$ cat config.mk
export PLATFORM = sky130hd
export DESIGN_NAME = seq_alu
export DESIGN_NICKNAME = d
export VERILOG_FILES = /design/src/rtl/seq_alu.sv
export SDC_FILE = /design/constraint.sdc
export NUM_CORES = 1
export LEC_CHECK = 0
export BUFFER_PORTS_ARGS = -buffer_cell sky130_fd_sc_hd__buf_2
export CORE_MARGIN = 3
export CORE_UTILIZATION = 50
export CTS_CLUSTER_SIZE = 30
export DETAILED_ROUTE_END_ITERATION = 10
export HOLD_SLACK_MARGIN = 0.08
export PLACE_DENSITY_LB_ADDON = 0.1
export SETUP_SLACK_MARGIN = 0.2
export SLEW_MARGIN = 5
export SYNTH_ARGS = -nofsm -noshare
export SYNTH_HDL_FRONTEND = slang
export SYNTH_SLANG_ARGS = --single-unit
$ cat constraint.sdc
create_clock -name clk -period 3.2 [get_ports clk]
set_input_delay 0.16 -clock clk [delete_from_list [all_inputs] [get_ports clk]]
set_output_delay 0.16 -clock clk [all_outputs]
set_load 0.02 [all_outputs]
$ cat src/rtl/seq_alu.sv
// seq_alu: registered, handshaked ALU with flags and an iterative
// shift-add unsigned multiplier on opcode 3'b111.
module seq_alu #(
  parameter int WIDTH = 16
) (
  input  logic             clk,
  input  logic             rst_n,
  input  logic             in_valid,
  output logic             in_ready,
  input  logic [WIDTH-1:0] a,
  input  logic [WIDTH-1:0] b,
  input  logic [2:0]       alu_sel,
  output logic             out_valid,
  input  logic             out_ready,
  output logic [WIDTH-1:0] result,
  output logic [WIDTH-1:0] result_hi,
  output logic             zf,
  output logic             cf,
  output logic             nf
);
  localparam int SHW = $clog2(WIDTH);

  localparam logic [2:0] OP_ADD  = 3'b000;
  localparam logic [2:0] OP_SUB  = 3'b001;
  localparam logic [2:0] OP_SLL  = 3'b010;
  localparam logic [2:0] OP_SRL  = 3'b011;
  localparam logic [2:0] OP_SAR  = 3'b100;
  localparam logic [2:0] OP_NAND = 3'b101;
  localparam logic [2:0] OP_OR   = 3'b110;
  localparam logic [2:0] OP_MUL  = 3'b111;

  typedef enum logic [1:0] {
    S_IDLE,
    S_MUL,
    S_DONE
  } state_t;

  state_t               r_state;
  logic [SHW:0]         r_cnt;
  logic [2*WIDTH-1:0]   r_mcand;
  logic [WIDTH-1:0]     r_mplier;
  logic [2*WIDTH-1:0]   r_acc;
  logic                 r_valid;
  logic [WIDTH-1:0]     r_res;
  logic [WIDTH-1:0]     r_res_hi;
  logic                 r_zf;
  logic                 r_cf;
  logic                 r_nf;

  logic                 w_accept;
  logic                 w_fire;
  logic [WIDTH-1:0]     w_res;
  logic                 w_cf;
  logic [WIDTH:0]       w_sum;
  logic [WIDTH:0]       w_dif;
  logic [WIDTH:0]       w_sll;
  logic [WIDTH:0]       w_srl;
  logic [WIDTH:0]       w_sar;
  logic [SHW-1:0]       w_sh;
  logic                 w_big;
  logic [2*WIDTH-1:0]   w_acc_nx;

  assign in_ready  = (r_state == S_IDLE) ||
                     (r_state == S_DONE && out_ready);
  assign w_accept  = in_valid && in_ready;
  assign w_fire    = r_valid && out_ready;

  assign out_valid = r_valid;
  assign result    = r_res;
  assign result_hi = r_res_hi;
  assign zf        = r_zf;
  assign cf        = r_cf;
  assign nf        = r_nf;

  // Shifts carry one guard bit so the last bit shifted out lands there.
  assign w_sh  = b[SHW-1:0];
  assign w_big = |b[WIDTH-1:SHW];
  assign w_sum = {1'b0, a} + {1'b0, b};
  assign w_dif = {1'b0, a} - {1'b0, b};
  assign w_sll = {1'b0, a} << w_sh;
  assign w_srl = {a, 1'b0} >> w_sh;
  assign w_sar = $unsigned($signed({a, 1'b0}) >>> w_sh);

  assign w_acc_nx = r_mplier[0] ? (r_acc + r_mcand) : r_acc;

  always_comb begin
    w_res = '0;
    w_cf  = 1'b0;
    case (alu_sel)
      OP_ADD: begin
        w_res = w_sum[WIDTH-1:0];
        w_cf  = w_sum[WIDTH];
      end
      OP_SUB: begin
        w_res = w_dif[WIDTH-1:0];
        w_cf  = w_dif[WIDTH];
      end
      OP_SLL: begin
        w_res = w_big ? '0 : w_sll[WIDTH-1:0];
        w_cf  = w_big ? 1'b0 : w_sll[WIDTH];
      end
      OP_SRL: begin
        w_res = w_big ? '0 : w_srl[WIDTH:1];
        w_cf  = w_big ? 1'b0 : w_srl[0];
      end
      OP_SAR: begin
        w_res = w_big ? {WIDTH{a[WIDTH-1]}} : w_sar[WIDTH:1];
        w_cf  = w_big ? 1'b0 : w_sar[0];
      end
      OP_NAND: w_res = ~(a & b);
      OP_OR:   w_res = a | b;
      default: begin
        w_res = '0;
        w_cf  = 1'b0;
      end
    endcase
  end

  always_ff @(posedge clk or negedge rst_n) begin
    if (!rst_n) begin
      r_state  <= S_IDLE;
      r_cnt    <= '0;
      r_mcand  <= '0;
      r_mplier <= '0;
      r_acc    <= '0;
      r_valid  <= 1'b0;
      r_res    <= '0;
      r_res_hi <= '0;
      r_zf     <= 1'b0;
      r_cf     <= 1'b0;
      r_nf     <= 1'b0;
    end else if (w_accept) begin
      if (alu_sel == OP_MUL) begin
        r_mcand  <= {{WIDTH{1'b0}}, a};
        r_mplier <= b;
        r_acc    <= '0;
        r_cnt    <= (SHW+1)'(WIDTH);
        r_valid  <= 1'b0;
        r_state  <= S_MUL;
      end else begin
        r_res    <= w_res;
        r_res_hi <= '0;
        r_zf     <= (w_res == '0);
        r_cf     <= w_cf;
        r_nf     <= w_res[WIDTH-1];
        r_valid  <= 1'b1;
        r_state  <= S_DONE;
      end
    end else if (r_state == S_MUL) begin
      r_acc    <= w_acc_nx;
      r_mcand  <= r_mcand << 1;
      r_mplier <= r_mplier >> 1;
      r_cnt    <= r_cnt - (SHW+1)'(1);
      if (r_cnt == (SHW+1)'(1)) begin
        r_res    <= w_acc_nx[WIDTH-1:0];
        r_res_hi <= w_acc_nx[2*WIDTH-1:WIDTH];
        r_zf     <= (w_acc_nx == '0);
        r_cf     <= |w_acc_nx[2*WIDTH-1:WIDTH];
        r_nf     <= w_acc_nx[WIDTH-1];
        r_valid  <= 1'b1;
        r_state  <= S_DONE;
      end
    end else if (w_fire) begin
      r_valid <= 1'b0;
      r_state <= S_IDLE;
    end
  end

endmodule

==> results.md, run 1 <==
Run status:
- The flow ran to the end, but the final reports show violations.
- The checks that failed: setup timing.

Finish:
- 0 antenna diodes ended up in the layout.
- Fill cells in the final layout number 1906.
- The total number of nets in the final design is 1783.
- The share of layout cells above drive strength 1 is 0.246.
- The finished layout holds 1951 standard cells, fillers aside.
- The area of the multi-input gates is 7970 µm².
- The layout overhead on the synthesized area is 26.9%.
- The sequential cells in the finished layout cover a total of 3030 µm².

Power:
- The share of total power dissipated in sequential elements is 0.225.
- For this design the total switching power over the nets is 5.38 mW.
- The largest vdd supply drop is 0.495 mV.
- Power spread over the standard cell area amounts to 826 nW/µm².
- The share of total power dissipated in the clock network is 0.187.
- The power share of the combinational group is 0.589.
- For this design the static power due to leakage is 6.64 nW.
- The switching part of the total power is 0.453.
- The internal portion of the total power is 6.49 mW.
- Power comes to 11.9 mW.

Die:
- The floorplan step defined a die boundary enclosing 24500 µm².
- The die is 156 µm wide.
- The core region is 22000 µm².
- From bottom edge to top edge, the die measures 156 µm.
- The number of ports placed on the die boundary is 76.
- The initial standard-cell utilization of the core is 0.514.
- The standard-cell row count is 54.

Clocking:
- The clock tree root driver cell is clkbuf_16.
- TritonCTS built the clock tree.
- The clock slew at the register clock pins of the worst setup and hold paths is 60 ps.
- Counting every sink on the clock net gives 121.
- No sink is reached through more buffers than the 2 on the longest clock path.
- CTS built an H-tree with a depth of 4.
- The total CTS buffers is 17.
- Clock latency on the worst-skew pair, taken at its later pin, is 440 ps.

Timing:
- Dividing the final minimum period by the clock period gives 1.03.
- The number of slew-limit violations in the final report is 0.
- For this run, the top clock speed supported by timing is 302 MHz.
- Setup repair after global routing could not meet its margin everywhere.
- The clock skew after layout is 9.05 ps.
- The number of failing hold endpoints at the final stage was 0.
- Setup slack on the critical path of the routed design comes to -108 ps.
- The actual slew at the worst max-slew pin is 1190 ps.
- The summed negative setup slack over all endpoints is -208 ps.
- The headroom to the max-slew limit is 0.203.
- The setup-violating endpoint count in the final report is 2.
- For the finished layout, the period the worst path requires is 3310 ps.
- The smallest hold slack is 125 ps.

Drt:
- Once detail routing completed, the nets flagged for antenna violations numbered 0.
- The detailed router placed 12500 vias in this run.
- The first detailed-routing pass ran for 6 iterations.
- For this block, the routed nets add up to 44200 µm of wire.
- The detail-routed via count per cell is 6.38.
- After detailed routing, the average wire length per cell comes to 22.7 µm.
- The remaining design rule violation count is 0.
- The number of design-rule violations left by the first detailed-router iteration is 1336.

Synthesis:
- The Yosys warning count is 0.
- The number of cells produced by synthesis is 1436.
- Dividing the synthesized area by the synthesized cell count gives 7.89 µm².
- The cell area after technology mapping is 11300 µm².
- The fraction of the yosys area taken by sequential cells is 0.267.
- For this run, the leading register cell type out of synthesis is dfrtp_1.
- The share of flip-flops with an asynchronous set or reset after synthesis is 1.00.
- Counting flops and latches in the post-synthesis netlist gives 121.
- Yosys mapped a number of flops with a built-in enable equal to 0.
- In this run, distinct cell masters in the synthesized netlist total 91.
- The post-synth net total is 1561.

Worst setup path:
- For this run, the slowest stage of the critical path takes 380 ps.
- The required time reported for the critical path endpoint is 3500 ps.
- The cell at the slowest stage of the critical path is fa_2.
- The critical path class is reg -> reg.
- The category of the worst setup path launch point is a flip-flop.
- On the critical path the largest part of the delay comes from simple AND/OR/NAND/NOR gates.
- Traced cell by cell, the critical path runs through ha_2 > inv_2 > fa_2 > nor2b_4 > o2111ai_4 > a211o_1 > and3_4 > a221oi_4 > nand4b_1 > nor4_1 > nand4b_1 > nor4b_4 > o211ai_1.
- STA classifies the critical path endpoint as a flip-flop.
- The maximum fanout along the worst path is 2.
- Tracing the worst setup path back leads to its startpoint at r_acc[0]$_DFFE_PN0P_.
- The most prevalent standard cell on the critical path is nand4b_1.
- Counting both buffers and inverters, the worst setup path holds a total of 1.
- The critical path arrival is 3610 ps.
- The launch instance of the worst register-to-register path is r_acc[0]$_DFFE_PN0P_.

Place:
- The placed cell count is 1907.
- After legalization and detailed placement, the total HPWL measured 33200 µm.
- At the end of routability-driven placement, the weighted congestion stood at 1.01.
- In this run the tool buffered the top-level ports with 75 buffer cells.

Global route:
- The via count of the first global-routing pass was 11500.
- The first global-routing pass estimated 67400 µm of wire.
- The total global routing track utilization is 0.355.
- The pin count of the biggest net entering global routing is 80.
- The residual overflow from global routing is 0.
- The initial antenna violation count came to 1.

Run:
- The number of max-cap violations is 0.

Hold path:
- The min-delay analysis places its worst path in the category in -> reg.
- In this run the most critical hold path is launched from a[12].
## synth_stat cells, types with 17 or more instances
cell type	count	area share
mux2i_1	33	0.029
a31oi_1	47	0.026
a21oi_1	77	0.034
mux4_2	18	0.036
xnor2_1	19	0.015
dfrtp_1	121	0.27
a21o_1	19	0.013
o211ai_1	17	0.011
clkbuf_1	72	0.024
o21ai_0	106	0.047
nand2_1	198	0.066
ha_1	83	0.092
inv_1	55	0.018
o21a_1	20	0.013
nor2b_1	19	0.010
nor3_1	28	0.012
o22ai_1	19	0.010
nor2_1	131	0.043
nand3_1	77	0.034
## flip-flops by register name, indices dropped and copies added, names as in the netlist
| signal | flops |
|---|---|
| r_acc | 32 |
| r_cnt | 5 |
| r_mplier | 16 |
| zf | 1 |
| r_state | 2 |
| cf | 1 |
| result_hi | 16 |
| result | 16 |
| r_mcand | 32 |
## routing by layer
metal  share of wire  track usage
met3            0.11       0.0932
met1            0.45        0.541
met5               0            0
met2            0.41        0.499
met4           0.022       0.0855
## power by group through the flow
| stage | clock network (mW) | registers, mW | logic (mW) |
|---|---|---|---|
| detailed placement | 0 | 2.65 | 6.32 |
| global placement | 0 | 2.63 | 6.22 |
| floorplan | 0 | 2.58 | 3.92 |
| global route | 2.30 | 2.72 | 7.57 |
| CTS | 2.22 | 2.63 | 6.45 |
| finish | 2.22 | 2.67 | 6.99 |
## what timing repair did
| item | CTS | global route |
|---|---|---|
| pin swaps | 10 | 21 |
| buffers inserted | 1 | 2 |
| hold buffers | 9 | 0 |
| resized for setup | 12 | 38 |
| hold endpoints to repair | 62 | 0 |
| setup endpoints to repair | 3 | 16 |
## cells by family after synthesis
kind of cell / synth area share
AND/OR/NAND/NOR: 0.221
AO/OA/AOI/OAI: 0.258
buffers and inverters: 0.0551
flip-flops: 0.267
adder cells (fa/ha/maj): 0.0970
multiplexers: 0.0779
XOR/XNOR: 0.0240
## path summary, 6_finish.rpt
| check | endpoint | slack, ps | depth (start not counted) |
|---|---|---|---|
| max reg2reg | cf$_DFFE_PN0P_ | -110 | 13 |
| min in group asynchronous | r_mcand[4]$_DFFE_PN0P_ | 330 | 2 |
| min | r_mcand[12]$_DFFE_PN0P_ | 130 | 3 |
| max in group asynchronous | r_state[0]$_DFFE_PN0P_ | 2040 | 3 |
| min reg2reg | result[11]$_DFFE_PN0P_ | 490 | 1 |
| max | cf$_DFFE_PN0P_ | -110 | 13 |
## area by class of cell
class                      instances  share of cell area
inverter                          57              0.0149
sequential                       121               0.211
timing repair buffer             300               0.149
clock buffer                      17              0.0296
multi-input combinational       1161               0.555
clock inverter                    15              0.0166
tap                              280              0.0244
## layout by cell type, fill, tap and decap left out, types with 9 or more instances in the layout
master,count
a211oi_1,15
o21ai_0,103
o211ai_1,17
mux2i_1,30
mux4_2,18
xor2_1,12
buf_2,74
o31ai_1,9
nand4_1,15
dfrtp_1,121
nor2_1,131
a31oi_1,45
nand2_1,196
xnor2_1,17
dlygate4sd3_1,9
a21oi_1,73
nand3_1,76
o21a_1,20
a21o_1,19
o22ai_1,19
ha_1,76
nand2b_1,13
clkbuf_16,17
buf_4,212
inv_1,54
nor3_1,28
nor4_1,10
nor2b_1,17
## worst min-delay path, stage by stage
cell,delay (ps)
buf_2,190
nand2_1,90
a31oi_1,70
## metrics by stage
| step | setup slack (ps) | cell area [µm²] | utilization |
|---|---|---|---|
| after detailed placement | -254 | 13300 | 0.605 |
| final | -108 | 14400 | 0.652 |
| after global routing | -238 | 14400 | 0.652 |
| after global placement | -299 | 13300 | 0.605 |
| after floorplan | 232 | 11300 | - |
| after CTS | -90.2 | 14100 | 0.642 |
(Power assumes the default switching activity.)
==> inputs of run 2 (changes only) <==
==> constraint.sdc (replaced) <==
create_clock -name clk -period 3.7 [get_ports clk]
set_input_delay 0.185 -clock clk [delete_from_list [all_inputs] [get_ports clk]]
set_output_delay 0.185 -clock clk [all_outputs]
set_load 0.02 [all_outputs]
==> run 2 against run 1 <==
The run now ends clean. Sequential share of layout area rose by 2.4 points. Via count fell by 6.0%. Routed wire length fell by 6.6%. Die area did not move. Total power fell by 23%. Critical path type unchanged. Largest power group unchanged. Highest routed layer is now met5.
==> results.md, run 2 (synthesis gave the netlist of run 1 again) <==
Clocking:
- The clock slew at the register clock pins of the worst setup and hold paths is 60 ps (about the same).
- The clock tree root driver cell is clkbuf_16 (unchanged).
- The TritonCTS clock tree is done (unchanged).
- The number of sinks on the clock net was 121 (unchanged).
- The insertion delay of the later-clocked pin in the worst-skew pair is 420 ps (was 440 ps).
- The clock tree buffer depth is 2 (unchanged).
- The total CTS buffers is 17 (unchanged).
- The H-tree level count is 4 (unchanged).

Worst setup path:
- The most prevalent standard cell on the critical path is nand4_1 (was nand4b_1).
- CP cell instances: nor2b_1 > nor3b_2 > and2_1 > nor2_1 > nor4_1 > nand4_1 > nor4_2 > nand4_1 > o31ai_1 > a31o_1 (was ha_2 > inv_2 > fa_2 > nor2b_4 > o2111ai_4 > a211o_1 > and3_4 > a221oi_4 > nand4b_1 > nor4_1 > nand4b_1 > nor4b_4 > o211ai_1).
- The largest stage delay on the critical path is 590 ps (was 380 ps).
- The family with the most delay on the worst path is simple AND/OR/NAND/NOR gates (unchanged).
- The maximum fanout along the worst path is 6 (was 2).
- The cell at the slowest stage of the critical path is nor4_1 (was fa_2).
- The category of the worst setup path launch point is a flip-flop (unchanged).
- The buffering stage count on the worst path with inverters included is 0 (was 1).
- The critical path arrival is 3680 ps (was 3610 ps).
- The critical path endpoint category is a flip-flop (unchanged).
- The critical path class is reg -> reg (unchanged).
- The required time reported for the critical path endpoint is 4050 ps (was 3500 ps).

Place:
- The count of input and output buffers is 75 (unchanged).
- The placer's final routability congestion estimate is 1.03 (was 1.01).
- The detailed placement HPWL was 31600 µm (was 33200 µm).

Timing:
- The number of failing hold endpoints at the final stage is 0 (unchanged).
- The headroom to the max-slew limit is 0.399 (was 0.203).
- The fraction of the cycle the final worst path needs came to 0.899 (was 1.03).
- Setup repair after global routing missed its margin: true (unchanged).
- The setup-violating endpoint count in the final report is 0 (was 2).
- The summed negative setup slack over all endpoints is 0 ps (was -208 ps).
- The number of slew-limit violations in the final report is 0 (unchanged).
- The actual slew at the worst max-slew pin is 898 ps (was 1190 ps).
- The peak clock frequency supported by timing came to 301 MHz (was 302 MHz).
- The clock skew after layout is 10.5 ps (was 9.05 ps).
- The minimum clock period after layout came to 3320 ps (was 3310 ps).

Run:
- The number of max-cap violations is 0 (unchanged).

Drt:
- The number of design-rule violations left by the first detailed-router iteration was 1386 (was 1336).
- The remaining design rule violation count was 0 (unchanged).
- The overall routed net length is 41300 µm (was 44200 µm).
- The detail-routed via count per cell is 6.50 (was 6.38).
- The detailed-route wire length per cell is 22.9 µm (was 22.7 µm).
- The vias after detailed routing came to 11700 (was 12500).
- The number of nets with antenna violations after detailed routing is 0 (unchanged).
- The first-pass detailed-route iteration total was 6 (unchanged).

Power:
- The total power divided by cell area is 710 nW/µm² (was 826 nW/µm²).
- The power consumption is 9.17 mW (was 11.9 mW).
- The total leakage power came to 5.82 nW (was 6.64 nW).
- The largest vdd supply drop is 0.349 mV (was 0.495 mV).

Finish:
- The layout overhead on the synthesized area is 14.0% (was 26.9%).
- The most common cell after layout, fill and taps aside was nand2_1 (was buf_4).
- Commonest non-fill, non-tap cells in the layout: 197 x nand2_1, 131 x nor2_1, 121 x dfrtp_1 (was 212 x buf_4, 196 x nand2_1, 131 x nor2_1).
- The share of layout cells above drive strength 1 is 0.160 (was 0.246).
- The final antenna diode count is 0 (unchanged).
- Leading registers by flop count: r_acc (32), r_mcand (32) (unchanged).
- The total number of nets in the final design came to 1633 (was 1783).

Global route:
- The via count of the first global-routing pass is 10500 (was 11500).
- The initial antenna violation count is 2 (was 1).
- The pin count of the biggest net entering global routing is 63 (was 80).
- The residual overflow from global routing is 0 (unchanged).
- The first-pass GRT wire length is 63100 µm (was 67400 µm).
- The total global routing track utilization is 0.332 (was 0.355).

Die:
- The floorplan die area came to 24500 µm² (unchanged).
- The number of ports placed on the die boundary is 76 (unchanged).
- The core area is 22000 µm² (unchanged).
- The initial standard-cell utilization of the core is 0.514 (unchanged).
- The standard-cell row count is 54 (unchanged).
- The chip width is 156 µm (unchanged).
- The height of the chip came to 156 µm (unchanged).

Run status:
- Result of the run: completed (was finished, violations left).

Hold path:
- The kind of path behind the tightest hold check is in -> reg (unchanged).
run 2: cell types whose count changed in the layout (fill, tap and decap cells not counted), moves of 4 or more:
cell / delta
ha_1: +6
ha_4: -4
dlygate4sd3_1: -5
buf_4: -142
clkinvlp_4: +4
run 2: what timing repair did:
action / CTS / global route
hold endpoints to repair: 47 / 0
hold buffers: 4 / 0
endpoints found under the setup margin: 0 / 2
setup buffers: 0 / 2
resized for setup: 0 / 13
run 2: where the power goes:
part,total [mW],switching (mW),internal (mW)
Clock,1.69,0.663,1.03
Combinational,5.21,3.13,2.07
Sequential,2.27,0.448,1.82
Total,9.17,4.25,4.93
run 2: worst paths after layout:
| check | start | to | slack [ps] | depth (start not counted) |
|---|---|---|---|---|
| max reg2reg | r_state[1]$_DFFE_PN0P_ | zf$_DFFE_PN0P_ | 380 | 10 |
| max in group asynchronous | rst_n | result_hi[2]$_DFFE_PN0P_ | 2460 | 3 |
| min in group asynchronous | rst_n | result[1]$_DFFE_PN0P_ | 310 | 2 |
| max | r_state[1]$_DFFE_PN0P_ | zf$_DFFE_PN0P_ | 380 | 10 |
| min | b[12] | r_mplier[12]$_DFFE_PN0P_ | 110 | 3 |
| min reg2reg | result[10]$_DFFE_PN0P_ | result[10]$_DFFE_PN0P_ | 480 | 1 |
run 2: metrics by stage:
stage | worst slack [ps] | std cells | utilization | area, µm² | hold WS, ps
3_5_place_dp | 150 | 1763 | 0.554 | 12200 | 234
6_report | 375 | 1801 | 0.586 | 12900 | 107
4_1_cts | 338 | 1799 | 0.583 | 12800 | 83.3
5_1_grt | 188 | 1801 | 0.586 | 12900 | 120
3_3_place_gp | 259 | 1763 | 0.554 | 12200 | 225
2_1_floorplan | 596 | 1436 | - | 11300 | -111
run 2: tightest hold or removal path: stages:
cell	delay, ps
buf_2	150
nand2_1	70
a31oi_1	70
run 2: area by class of cell:
cell class	instances	area [µm²]
fill	2070	9110
multi-input combinational	1161	7750
sequential	121	3030
inverter	57	214
timing repair buffer	150	976
clock buffer	19	453
tap	280	350
clock inverter	13	146
run 2: per-layer routing:
| layer | part of all wire | GRT usage | routed length (µm) | up-vias |
|---|---|---|---|---|
| li1 | - | - | - | 5423 |
| met1 | 0.47 | 0.520 | 19300 | 5578 |
| met2 | 0.40 | 0.448 | 16500 | 622 |
| met3 | 0.11 | 0.0755 | 4350 | 78 |
| met4 | 0.028 | 0.103 | 1150 | 2 |
| met5 | 0.00046 | 0 | 19 | - |
